`src/rtl/jtag_pkg.sv`:
```
// Shared TAP state encodings, default opcodes and the 1149.1 next-state function.
package jtag_pkg;

  typedef enum logic [3:0] {
    TLR    = 4'hF,
    RTI    = 4'hC,
    SEL_DR = 4'h7,
    CAP_DR = 4'h6,
    SH_DR  = 4'h2,
    EX1_DR = 4'h1,
    PA_DR  = 4'h3,
    EX2_DR = 4'h0,
    UPD_DR = 4'h5,
    SEL_IR = 4'h4,
    CAP_IR = 4'hE,
    SH_IR  = 4'hA,
    EX1_IR = 4'h9,
    PA_IR  = 4'hB,
    EX2_IR = 4'h8,
    UPD_IR = 4'hD
  } tap_state_e;

  // Which data register sits between TDI and TDO
  typedef enum logic [1:0] {
    DR_BYPASS = 2'd0,
    DR_IDCODE = 2'd1,
    DR_BSCAN  = 2'd2
  } dr_sel_e;

  localparam int unsigned IR_WIDTH_DEF   = 4;
  localparam logic [31:0] IDCODE_DEF     = 32'h1000_0001;
  localparam logic [3:0]  OP_IDCODE_DEF  = 4'b0001;
  localparam logic [3:0]  OP_EXTEST_DEF  = 4'b0000;
  localparam logic [3:0]  OP_SAMPLE_DEF  = 4'b0010;

  // Standard TAP transition graph, steered by TMS
  function automatic tap_state_e tap_next(input tap_state_e s, input logic tms);
    tap_state_e n;
    case (s)
      TLR:     n = tms ? TLR    : RTI;
      RTI:     n = tms ? SEL_DR : RTI;
      SEL_DR:  n = tms ? SEL_IR : CAP_DR;
      CAP_DR:  n = tms ? EX1_DR : SH_DR;
      SH_DR:   n = tms ? EX1_DR : SH_DR;
      EX1_DR:  n = tms ? UPD_DR : PA_DR;
      PA_DR:   n = tms ? EX2_DR : PA_DR;
      EX2_DR:  n = tms ? UPD_DR : SH_DR;
      UPD_DR:  n = tms ? SEL_DR : RTI;
      SEL_IR:  n = tms ? TLR    : CAP_IR;
      CAP_IR:  n = tms ? EX1_IR : SH_IR;
      SH_IR:   n = tms ? EX1_IR : SH_IR;
      EX1_IR:  n = tms ? UPD_IR : PA_IR;
      PA_IR:   n = tms ? EX2_IR : PA_IR;
      EX2_IR:  n = tms ? UPD_IR : SH_IR;
      UPD_IR:  n = tms ? SEL_DR : RTI;
      default: n = TLR;
    endcase
    return n;
  endfunction

endpackage

```
`src/rtl/jtag_tap_ctrl_if.sv`:
```
// JTAG pin-side and boundary-scan-side signal bundle of the TAP controller.
interface jtag_tap_ctrl_if #(
  parameter int unsigned IR_WIDTH = 4
);
  logic                tms;
  logic                tdi;
  logic                dr_tdo;
  logic                out_trig;
  logic                en_tdo;
  logic                capture_dr;
  logic                shift_dr;
  logic                update_dr;
  logic                extest_sel;
  logic [IR_WIDTH-1:0] ir_out;
  logic [3:0]          tap_state;

  modport master (
    output tms, tdi, dr_tdo,
    input  out_trig, en_tdo, capture_dr, shift_dr, update_dr, extest_sel, ir_out, tap_state
  );

  modport slave (
    input  tms, tdi, dr_tdo,
    output out_trig, en_tdo, capture_dr, shift_dr, update_dr, extest_sel, ir_out, tap_state
  );
endinterface

```
`src/rtl/jtag_tap_fsm.sv`:
```
// TAP state register; exposes both the current and the upcoming state.
module jtag_tap_fsm
  import jtag_pkg::*;
(
  input  logic       tck_i,
  input  logic       trst_n_i,
  input  logic       tms_i,
  output tap_state_e state_o,
  output tap_state_e next_state_o
);

  tap_state_e state_q;

  assign next_state_o = tap_next(state_q, tms_i);
  assign state_o      = state_q;

  // Advance the TAP state on every TCK rise; TRST low parks it in Test-Logic-Reset
  always_ff @(posedge tck_i) begin
    if (!trst_n_i) begin
      state_q <= TLR;
    end else begin
      state_q <= next_state_o;
    end
  end

endmodule

```
`src/rtl/jtag_tap_ctrl.sv`:
```
// JTAG TAP controller: IR, BYPASS/IDCODE registers, DR strobes and TDO buffer drive.
module jtag_tap_ctrl
  import jtag_pkg::*;
#(
  parameter int unsigned         IR_WIDTH   = IR_WIDTH_DEF,
  parameter logic [31:0]         IDCODE_VAL = IDCODE_DEF,
  parameter logic [IR_WIDTH-1:0] OP_BYPASS  = {IR_WIDTH{1'b1}},
  parameter logic [IR_WIDTH-1:0] OP_IDCODE  = IR_WIDTH'(OP_IDCODE_DEF),
  parameter logic [IR_WIDTH-1:0] OP_EXTEST  = IR_WIDTH'(OP_EXTEST_DEF),
  parameter logic [IR_WIDTH-1:0] OP_SAMPLE  = IR_WIDTH'(OP_SAMPLE_DEF)
) (
  input  logic          tck_i,
  input  logic          trst_n_i,
  jtag_tap_ctrl_if.slave bus
);

  tap_state_e          state_s;
  tap_state_e          next_state_s;
  dr_sel_e             dr_sel_s;
  logic                bscan_s;

  logic [IR_WIDTH-1:0] ir_q, ir_d;
  logic [IR_WIDTH-1:0] ir_sr_q, ir_sr_d;
  logic                bypass_q, bypass_d;
  logic [31:0]         idcode_sr_q, idcode_sr_d;
  logic                en_tdo_q, en_tdo_d;
  logic                out_trig_s;

  jtag_tap_fsm u_fsm (
    .tck_i        (tck_i),
    .trst_n_i     (trst_n_i),
    .tms_i        (bus.tms),
    .state_o      (state_s),
    .next_state_o (next_state_s)
  );

  // Decode the active instruction; unknown opcodes fall back to BYPASS
  always_comb begin
    dr_sel_s = DR_BYPASS;
    if (ir_q == OP_BYPASS) begin
      dr_sel_s = DR_BYPASS;
    end else if (ir_q == OP_IDCODE) begin
      dr_sel_s = DR_IDCODE;
    end else if ((ir_q == OP_EXTEST) || (ir_q == OP_SAMPLE)) begin
      dr_sel_s = DR_BSCAN;
    end else begin
      dr_sel_s = DR_BYPASS;
    end
  end

  assign bscan_s = (dr_sel_s == DR_BSCAN);

  // Next values of IR, IR shifter and internal DRs for the current TAP state
  always_comb begin
    ir_d        = ir_q;
    ir_sr_d     = ir_sr_q;
    bypass_d    = bypass_q;
    idcode_sr_d = idcode_sr_q;
    case (state_s)
      CAP_IR: ir_sr_d = IR_WIDTH'(2'b01);
      SH_IR:  ir_sr_d = {bus.tdi, ir_sr_q[IR_WIDTH-1:1]};
      UPD_IR: ir_d    = ir_sr_q;
      CAP_DR: begin
        if (dr_sel_s == DR_IDCODE) begin
          idcode_sr_d = IDCODE_VAL;
        end else if (dr_sel_s == DR_BYPASS) begin
          bypass_d = 1'b0;
        end else begin
          bypass_d = bypass_q;
        end
      end
      SH_DR: begin
        if (dr_sel_s == DR_IDCODE) begin
          idcode_sr_d = {bus.tdi, idcode_sr_q[31:1]};
        end else if (dr_sel_s == DR_BYPASS) begin
          bypass_d = bus.tdi;
        end else begin
          bypass_d = bypass_q;
        end
      end
      default: ir_d = ir_q;
    endcase
    // Walking into Test-Logic-Reset via TMS restores the IDCODE instruction
    if (next_state_s == TLR) begin
      ir_d = OP_IDCODE;
    end else begin
      ir_d = ir_d;
    end
    en_tdo_d = (next_state_s == SH_IR) || (next_state_s == SH_DR);
  end

  // Register the datapath; TRST low discards any partial shift
  always_ff @(posedge tck_i) begin
    if (!trst_n_i) begin
      ir_q        <= OP_IDCODE;
      ir_sr_q     <= '0;
      bypass_q    <= 1'b0;
      idcode_sr_q <= 32'h0000_0000;
      en_tdo_q    <= 1'b0;
    end else begin
      ir_q        <= ir_d;
      ir_sr_q     <= ir_sr_d;
      bypass_q    <= bypass_d;
      idcode_sr_q <= idcode_sr_d;
      en_tdo_q    <= en_tdo_d;
    end
  end

  // Serial bit toward the TDO buffer, taken from whichever register is in the scan path
  always_comb begin
    out_trig_s = 1'b0;
    if (state_s == SH_IR) begin
      out_trig_s = ir_sr_q[0];
    end else if (state_s == SH_DR) begin
      case (dr_sel_s)
        DR_IDCODE: out_trig_s = idcode_sr_q[0];
        DR_BSCAN:  out_trig_s = bus.dr_tdo;
        default:   out_trig_s = bypass_q;
      endcase
    end else begin
      out_trig_s = 1'b0;
    end
  end

  assign bus.out_trig   = out_trig_s;
  assign bus.en_tdo     = en_tdo_q;
  assign bus.capture_dr = bscan_s && (state_s == CAP_DR);
  assign bus.shift_dr   = bscan_s && (state_s == SH_DR);
  assign bus.update_dr  = bscan_s && (state_s == UPD_DR);
  assign bus.extest_sel = (ir_q == OP_EXTEST);
  assign bus.ir_out     = ir_q;
  assign bus.tap_state  = state_s;

endmodule

```
`src/flat_wrapper.sv`:
```
// flat-port wrapper written by rule: the top's interface ports become plain ports
module jtag_tap_ctrl_flat import jtag_pkg::*;
#(
  parameter int unsigned         IR_WIDTH   = IR_WIDTH_DEF,
  parameter logic [31:0]         IDCODE_VAL = IDCODE_DEF,
  parameter logic [IR_WIDTH-1:0] OP_BYPASS  = {IR_WIDTH{1'b1}},
  parameter logic [IR_WIDTH-1:0] OP_IDCODE  = IR_WIDTH'(OP_IDCODE_DEF),
  parameter logic [IR_WIDTH-1:0] OP_EXTEST  = IR_WIDTH'(OP_EXTEST_DEF),
  parameter logic [IR_WIDTH-1:0] OP_SAMPLE  = IR_WIDTH'(OP_SAMPLE_DEF)
)
  (tck_i, trst_n_i, bus_tms, bus_tdi, bus_dr_tdo, bus_out_trig, bus_en_tdo, bus_capture_dr, bus_shift_dr, bus_update_dr, bus_extest_sel, bus_ir_out, bus_tap_state);
  jtag_tap_ctrl_if #(.IR_WIDTH(IR_WIDTH)) bus_i ();
  input  logic tck_i;
  input  logic trst_n_i;
  input wire logic [$bits(bus_i.tms)-1:0] bus_tms;
  input wire logic [$bits(bus_i.tdi)-1:0] bus_tdi;
  input wire logic [$bits(bus_i.dr_tdo)-1:0] bus_dr_tdo;
  output wire logic [$bits(bus_i.out_trig)-1:0] bus_out_trig;
  output wire logic [$bits(bus_i.en_tdo)-1:0] bus_en_tdo;
  output wire logic [$bits(bus_i.capture_dr)-1:0] bus_capture_dr;
  output wire logic [$bits(bus_i.shift_dr)-1:0] bus_shift_dr;
  output wire logic [$bits(bus_i.update_dr)-1:0] bus_update_dr;
  output wire logic [$bits(bus_i.extest_sel)-1:0] bus_extest_sel;
  output wire logic [$bits(bus_i.ir_out)-1:0] bus_ir_out;
  output wire logic [$bits(bus_i.tap_state)-1:0] bus_tap_state;
  assign bus_i.tms = bus_tms;
  assign bus_i.tdi = bus_tdi;
  assign bus_i.dr_tdo = bus_dr_tdo;
  assign bus_out_trig = bus_i.out_trig;
  assign bus_en_tdo = bus_i.en_tdo;
  assign bus_capture_dr = bus_i.capture_dr;
  assign bus_shift_dr = bus_i.shift_dr;
  assign bus_update_dr = bus_i.update_dr;
  assign bus_extest_sel = bus_i.extest_sel;
  assign bus_ir_out = bus_i.ir_out;
  assign bus_tap_state = bus_i.tap_state;
  jtag_tap_ctrl #(.IR_WIDTH(IR_WIDTH), .IDCODE_VAL(IDCODE_VAL), .OP_BYPASS(OP_BYPASS), .OP_IDCODE(OP_IDCODE), .OP_EXTEST(OP_EXTEST), .OP_SAMPLE(OP_SAMPLE)) u_core (.tck_i(tck_i), .trst_n_i(trst_n_i), .bus(bus_i));
endmodule
```
`config.mk`:
```
export PLATFORM = sky130hd
export DESIGN_NAME = jtag_tap_ctrl_flat
export DESIGN_NICKNAME = d
export VERILOG_FILES = /design/src/rtl/jtag_pkg.sv /design/src/rtl/jtag_tap_ctrl_if.sv /design/src/rtl/jtag_tap_fsm.sv /design/src/rtl/jtag_tap_ctrl.sv /design/src/flat_wrapper.sv
export SDC_FILE = /design/constraint.sdc
export NUM_CORES = 1
export LEC_CHECK = 0
export CORE_AREA = 3 3 97 99
export CTS_BUF_LIST = sky130_fd_sc_hd__clkbuf_16
export CTS_CLUSTER_SIZE = 8
export DETAILED_ROUTE_END_ITERATION = 6
export DIE_AREA = 0 0 100 102
export PLACE_DENSITY = 0.44
export SETUP_SLACK_MARGIN = 0.2
export SLEW_MARGIN = 10
export SYNTH_ARGS = -nofsm -noshare
export SYNTH_HDL_FRONTEND = slang
export SYNTH_SLANG_ARGS = --single-unit
```
`constraint.sdc`:
```
create_clock -name tck_i -period 1.4 [get_ports tck_i]
set_input_delay 0.14 -clock tck_i [delete_from_list [all_inputs] [get_ports tck_i]]
set_output_delay 0.14 -clock tck_i [all_outputs]
set_load 0.01 [all_outputs]
```
==> impl_metrics.csv <==
group,metric,value,unit
timing,hold_viol,0,
drt,remaining_drc_errors,0,
worst_setup_path,crit_path_start_kind,"register",
job,drv_cap,0,
final_layout,seq_area,946,sq um
final_layout,layout.nets,292,
power_and_ir_drop,leakagePower,1.11,nW
die,dieHeight,102,microns
yosys,synth-edff-count,0,
die,dieArea,0.0102,sq mm
place,port_buffers,18,
timing,worst_pin_slew,0.355,ns
worst_setup_path,critPathMaxFanout,24,
yosys,synth_cell_type_count,42,
worst_setup_path,end_kind,"register",
final_layout,num_antenna_cells,0,
power_and_ir_drop,p_int,2.32,mW
cts,numCtsBuffers,5,
global_route,grt_pass1_vias,1875,
cts,h-tree-depth,2,
cts,cts.path.max_buffers,2,
power_and_ir_drop,p_seq_share,42.6,%
power_and_ir_drop,power-per-cell-area,1050,mW/mm^2
drt,wl_met1,2950,microns
power_and_ir_drop,total_power,3.21,mW
power_and_ir_drop,sw_frac_of_total,27.7,%
yosys,synth_top_area_share,43.3,%
die,io_pins,19,
global_route,antenna_found_initial,0,
power_and_ir_drop,power_switching,888,uW
global_route,track_usage,10.9,%
yosys,synthArstFlopShare,0,%
yosys,synth_seq_cells,46,
final_layout,multiInputGateArea,0.00112,sq mm
power_and_ir_drop,p_comb_share,20.8,%
drt,wl_per_cell,14.9,microns
yosys,syn-instance-count,237,
drt,ant_nets,0,
die,fp.dieW,100,microns
final_layout,final_common_cell,"dfxtp_1",
place,place_area,0.00259,sq mm
global_route,grt_max_degree,33,
timing,finClkSkew,0.00906,ns
drt,met2_length,2690,microns
die,start_util,24.6,%
power_and_ir_drop,clkPwrFrac,36.7,%
final_layout,area_delta_synth_final,43.8,%
drt,wl_met3,195,microns
worst_setup_path,path_class,"register to register",
outcome,status,"finished with violations",
place,place_inst,375,
yosys,synth_area_leaders,"dfxtp_1, a21oi_1, nand4_1",
cts,cts_tree,"done",
global_route,grt_pass1_wl,9090,microns
cts,postCtsHoldBufs,0,
yosys,syn_avg_cell_area,8.96,sq um
yosys,ys_warn_count,0,
yosys,synth_area,0.00212,sq mm
final_layout,final_cell_mix,"dfxtp_1, a21oi_1, nand4_1",
drt,drtIter0Drc,90,
drt,wirelength,5880,microns
hold_path,hold_class,"register to register",
timing,rsz0062_at_grt,"yes",
cts,numClockSinks,46,
timing,slew_viol_final,0,
place,dp_hpwl,3330,microns
timing,timing.final.crit_period,1.57,ns
timing,min_period_over_period,112,%
final_layout,drive_gt1_share,38.9,%
drt,highest_layer,"met4",
place,dpl_worst_slack,-0.383,ns
cts,path_clk_slew,0.07,ns
drt,firstDrtPassIters,4,
final_layout,num-fill-cells,924,
place,globalplace.congestion,0.707,
timing,max_slew_margin,76.4,%
final_layout,final_cell_area,0.00305,sq mm
outcome,violations,"setup timing",
timing,setup_tns,-4.94,ns
drt,avgViaCountPerCell,5.04,
timing,fmax,0.637,GHz
die,coreArea,0.00864,sq mm
timing,setup_slack,-0.169,ns
timing,finalSetupViolCount,36,
final_layout,fin_cells,396,
cts,worstSkewPairLatency,0.29,ns
yosys,synth_seq_area_share,43.3,%
worst_setup_path,timing.critical_path.required,1.57,ns
power_and_ir_drop,ir_drop,0.501,mV
cts,root_buffer,"clkbuf_16",
yosys,syn_nets,242,
yosys,postSynth.topFlopCell,"dfxtp_1",
worst_setup_path,critPathArrivalTime,1.74,ns
drt,vias,1997,
global_route,overflow,0,
yosys,yosysTopAreaCell,"dfxtp_1",
die,num_rows,34,
[critical path, cell delays in order, from the launching register on]
cell	delay, ns
dfxtp_4	0.36
buf_6	0.11
or4b_4	0.58
buf_12	0.19
o21ai_1	0.13
a21oi_1	0.08
[metrics by stage]
step,util [%],hold WS (ns)
final,35.4,0.459
after global routing,35.4,0.481
after CTS,32.5,0.469
after detailed placement,30.0,0.457
after global placement,30.0,0.449
after floorplan,-,0.212
[metal layers]
metal | global-route usage (%) | vias to the layer above
li1 | - | 993
met2 | 17.3 | 27
met4 | 2.49 | 0
met3 | 3.14 | 6
met1 | 14.8 | 971
met5 | 0 | -
[sequential cells by signal (all words and copies together) (netlist names)]
signal,cells
u_core.idcode_sr_q,32
u_core.ir_sr_q,4
u_core.bus.en_tdo,1
u_core.u_fsm.state_o,4
u_core.bus.ir_out,4
u_core.bypass_q,1
[power groups by stage]
stage / logic, mW / registers (mW) / clock network (mW)
floorplan: 0.323 / 1.39 / 0
detailed placement: 0.515 / 1.39 / 0
CTS: 0.528 / 1.37 / 1.22
global route: 0.716 / 1.37 / 1.28
finish: 0.667 / 1.37 / 1.18
global placement: 0.517 / 1.39 / 0
[final cells by class]
cell class / count / area share, %
tap: 108 / 4.42
clock buffer: 5 / 4.10
sequential: 46 / 31.0
multi-input combinational: 162 / 36.6
timing repair buffer: 68 / 22.7
clock inverter: 3 / 0.655
inverter: 4 / 0.533
[synth_stat cells, types with 2 or more instances]
master,number
nor4_1,3
nand4_1,29
nor2b_1,3
buf_6,7
inv_1,3
dfxtp_1,46
or3_1,2
clkbuf_1,5
a22oi_1,2
nor4_4,2
buf_4,2
nand3_1,6
nand2_1,9
mux2i_1,3
o21ai_0,6
buf_2,7
clkbuf_8,3
nor3_1,8
nand3b_1,2
nor2_1,2
o21ai_1,28
a21oi_1,39
[path summary, 6_finish.rpt]
check	startpoint	end	slack (ns)	cells after the start
worst max-delay path	u_core.bus.ir_out[3]$_SDFFE_PP0N_	u_core.idcode_sr_q[13]$_SDFFE_PN0P_	-0.17	5
worst max register to register	u_core.bus.ir_out[3]$_SDFFE_PP0N_	u_core.idcode_sr_q[13]$_SDFFE_PN0P_	-0.17	5
worst min register to register	u_core.idcode_sr_q[11]$_SDFFE_PN0P_	u_core.idcode_sr_q[11]$_SDFFE_PN0P_	0.46	2
worst min-delay path	u_core.idcode_sr_q[11]$_SDFFE_PN0P_	u_core.idcode_sr_q[11]$_SDFFE_PN0P_	0.46	2
[what timing repair did]
item,CTS,global route
pin swaps,5,12
cloned,0,4
setup endpoints to repair,53,50
gates resized for setup,59,40
setup buffers,3,6
[cell families after synthesis]
logic type             synth area share (%)
and+or+nand+nor                        23.7
AOI/OAI and AO/OA                      21.1
DFF                                    43.3
buffers and inverters                  9.83
muxes                                  1.94
Power figures use the tool's default switching activity.
==> RTL edit (same flow settings) <==
Set the package constant `IR_WIDTH_DEF` to 5 (it was 4).
--- a/src/rtl/jtag_pkg.sv
+++ b/src/rtl/jtag_pkg.sv
@@ -28,5 +28,5 @@
   } dr_sel_e;
 
-  localparam int unsigned IR_WIDTH_DEF   = 4;
+  localparam int unsigned IR_WIDTH_DEF   = 5;
   localparam logic [31:0] IDCODE_DEF     = 32'h1000_0001;
   localparam logic [3:0]  OP_IDCODE_DEF  = 4'b0001;
Ports: changed (resized bus_ir_out); port bits go from 19 to 20. No check against the original RTL was run, so the function may have changed too.
==> RTL edit against the unedited design <==
- the flow still finishes with violations (negative setup slack)
- power down 5.9%
- count of clock-buffer cells in the layout stayed put
- register-to-register slack improved by 0.09 ns
- area after synthesis grew 4.2%
- first-iteration DRC count decreased by 24%
- core utilization up 0.42 points
- sequential cell count is 2 higher
- wire length shrank 13%
- design area up 1.2%
- setup slack lost 0.014 ns
- highest routed layer unchanged
==> RTL edit: results (changes against the unedited design) <==
Timing
  – Finish-stage setup viols: 37 (+2.8%)
  – Clock Skew: 0.00884 ns (-0.000218 ns)
  – Final hold slack: 0.306 ns (-0.153 ns)
  – Relative slew slack: 78.8% (+2.5 points)
  – Final WS setup: -0.182 ns (-0.0135 ns)

Logic synthesis
  – Seq/Total Area, Yosys: 43.4% (+0.069 points)
  – Most frequent cells after synthesis: dfxtp_1, nand2_1, mux2i_1
  – Netlist cell types: 38 (-9.5%)
  – Top cells by area, synth: dfxtp_1, mux2i_1, nand2_1

Setup path
  – Crit path DAT: 1.44 ns (-0.30 ns)
  – R2R Setup Slk: -0.08 ns (+0.09 ns)
  – Critical path peak fanout: 6 (-75%)
  – Critical Path Max Stage Delay: 0.45 ns (-0.13 ns)

Power and ir drop
  – Maximum vdd ir drop: 0.440 mV (-12%)
  – Int Power: 0.00227 W (-2.1%)

Run status
  – Violated checks: negative setup slack
  – Outcome: finished with violations

Placement
  – Global placer's final weighted congestion: 0.778 (+10%)
  – DP HPWL: 3070 microns (-7.9%)
  – Placed cell count: 369 (-1.6%)
  – IO Port Bufs: 19 (+1)

CTS
  – Worst-Skew Late Latency: 0.28 ns

Hold path
  – HP Class: in2reg

Detailed routing
  – DRT iter0 DRCs: 68 (-24%)

Final layout
  – Layout net count: 287 (-1.7%)

Global route
  – First-pass GRT wire length: 8240 microns (-9.3%)
  – Largest net degree at the start of global routing: 82 (+150%)
  – Vias in the first global route: 1688 (-10%)
==> RTL edit: cell types whose count changed after synthesis, sizes merged, moves of 4 or more <==
cell   before  now
nand3       6   32
mux2i       3   39
a21oi      39    3
nor3        8    3
nand2       9   44
o21ai      35    5
nor4        5    1
nor3b       1    6
buf        16    9
nand4      29    0
==> RTL edit: path summary, 6_finish.rpt <==
check | from | end | cells past startpoint
worst min register to register | u_core.idcode_sr_q[6] | u_core.idcode_sr_q[6] | 2
worst max-delay path | u_core.bus.ir_out[0] | bus_out_trig | 4
worst min-delay path | trst_n_i | u_core.u_fsm.state_o[3] | 3
worst max register to register | u_core.u_fsm.state_o[3] | u_core.idcode_sr_q[22] | 6
==> RTL edit: what timing repair did <==
item	4_1_cts	5_1_grt
pin swaps	6	8
endpoints found under the setup margin	59	58
gates resized for setup	68	16
hold buffers	0	0
cloned	0	2
buffers inserted	7	5
==> RTL edit: cells by family after synthesis <==
group	count (synthesis)	share of synthesized area (%)
simple gates	104	26.3
mux	39	17.6
compound gates	21	6.73
buf+inv	25	5.88
flops	48	43.4
==> RTL edit: through the flow <==
stage	cell area [sq um]	TNS, ns	setup WS, ns
3_5_place_dp	2710	-6.91	-0.299
2_1_floorplan	2310	0	0.169
6_report	3090	-2.37	-0.182
3_3_place_gp	2710	-6.82	-0.274
5_1_grt	3090	-5.21	-0.253
4_1_cts	2960	-3.00	-0.179
==> RTL edit: final cells by class <==
| cell class | instances | area, sq um | share of cell area [%] |
|---|---|---|---|
| clock buffer | 5 | 125 | 4.05 |
| clock inverter | 3 | 16.3 | 0.526 |
| inverter | 4 | 27.5 | 0.891 |
| multi-input combinational | 164 | 1240 | 40.0 |
| sequential | 48 | 980 | 31.7 |
| tap | 108 | 135 | 4.37 |
| timing repair buffer | 59 | 571 | 18.5 |
==> RTL edit: power by group through the flow <==
stage                     sequential, W  clock (W)  combinational (W)
after floorplan                 0.00144          0           0.000246
after global placement          0.00143          0           0.000388
after detailed placement        0.00143          0           0.000385
after CTS                       0.00140    0.00120           0.000436
after global routing            0.00140    0.00125           0.000514
final                           0.00140    0.00114           0.000479
==> RTL edit: critical path: cells and delay by family (launching register included) <==
kind,cells,cell delay (ns)
flip-flops,1,0.37
AO/OA/AOI/OAI,2,0.54
AND/OR/NAND/NOR,1,0.10
buffers and inverters,1,0.15
==> RTL edit: per-layer routing <==
metal	vias up	wire length, microns	track usage, %
met4	0	88	4.66
met2	20	2420	16.1
met3	5	146	2.12
met1	865	2450	13.1
li1	919	-	-
met5	-	0	0
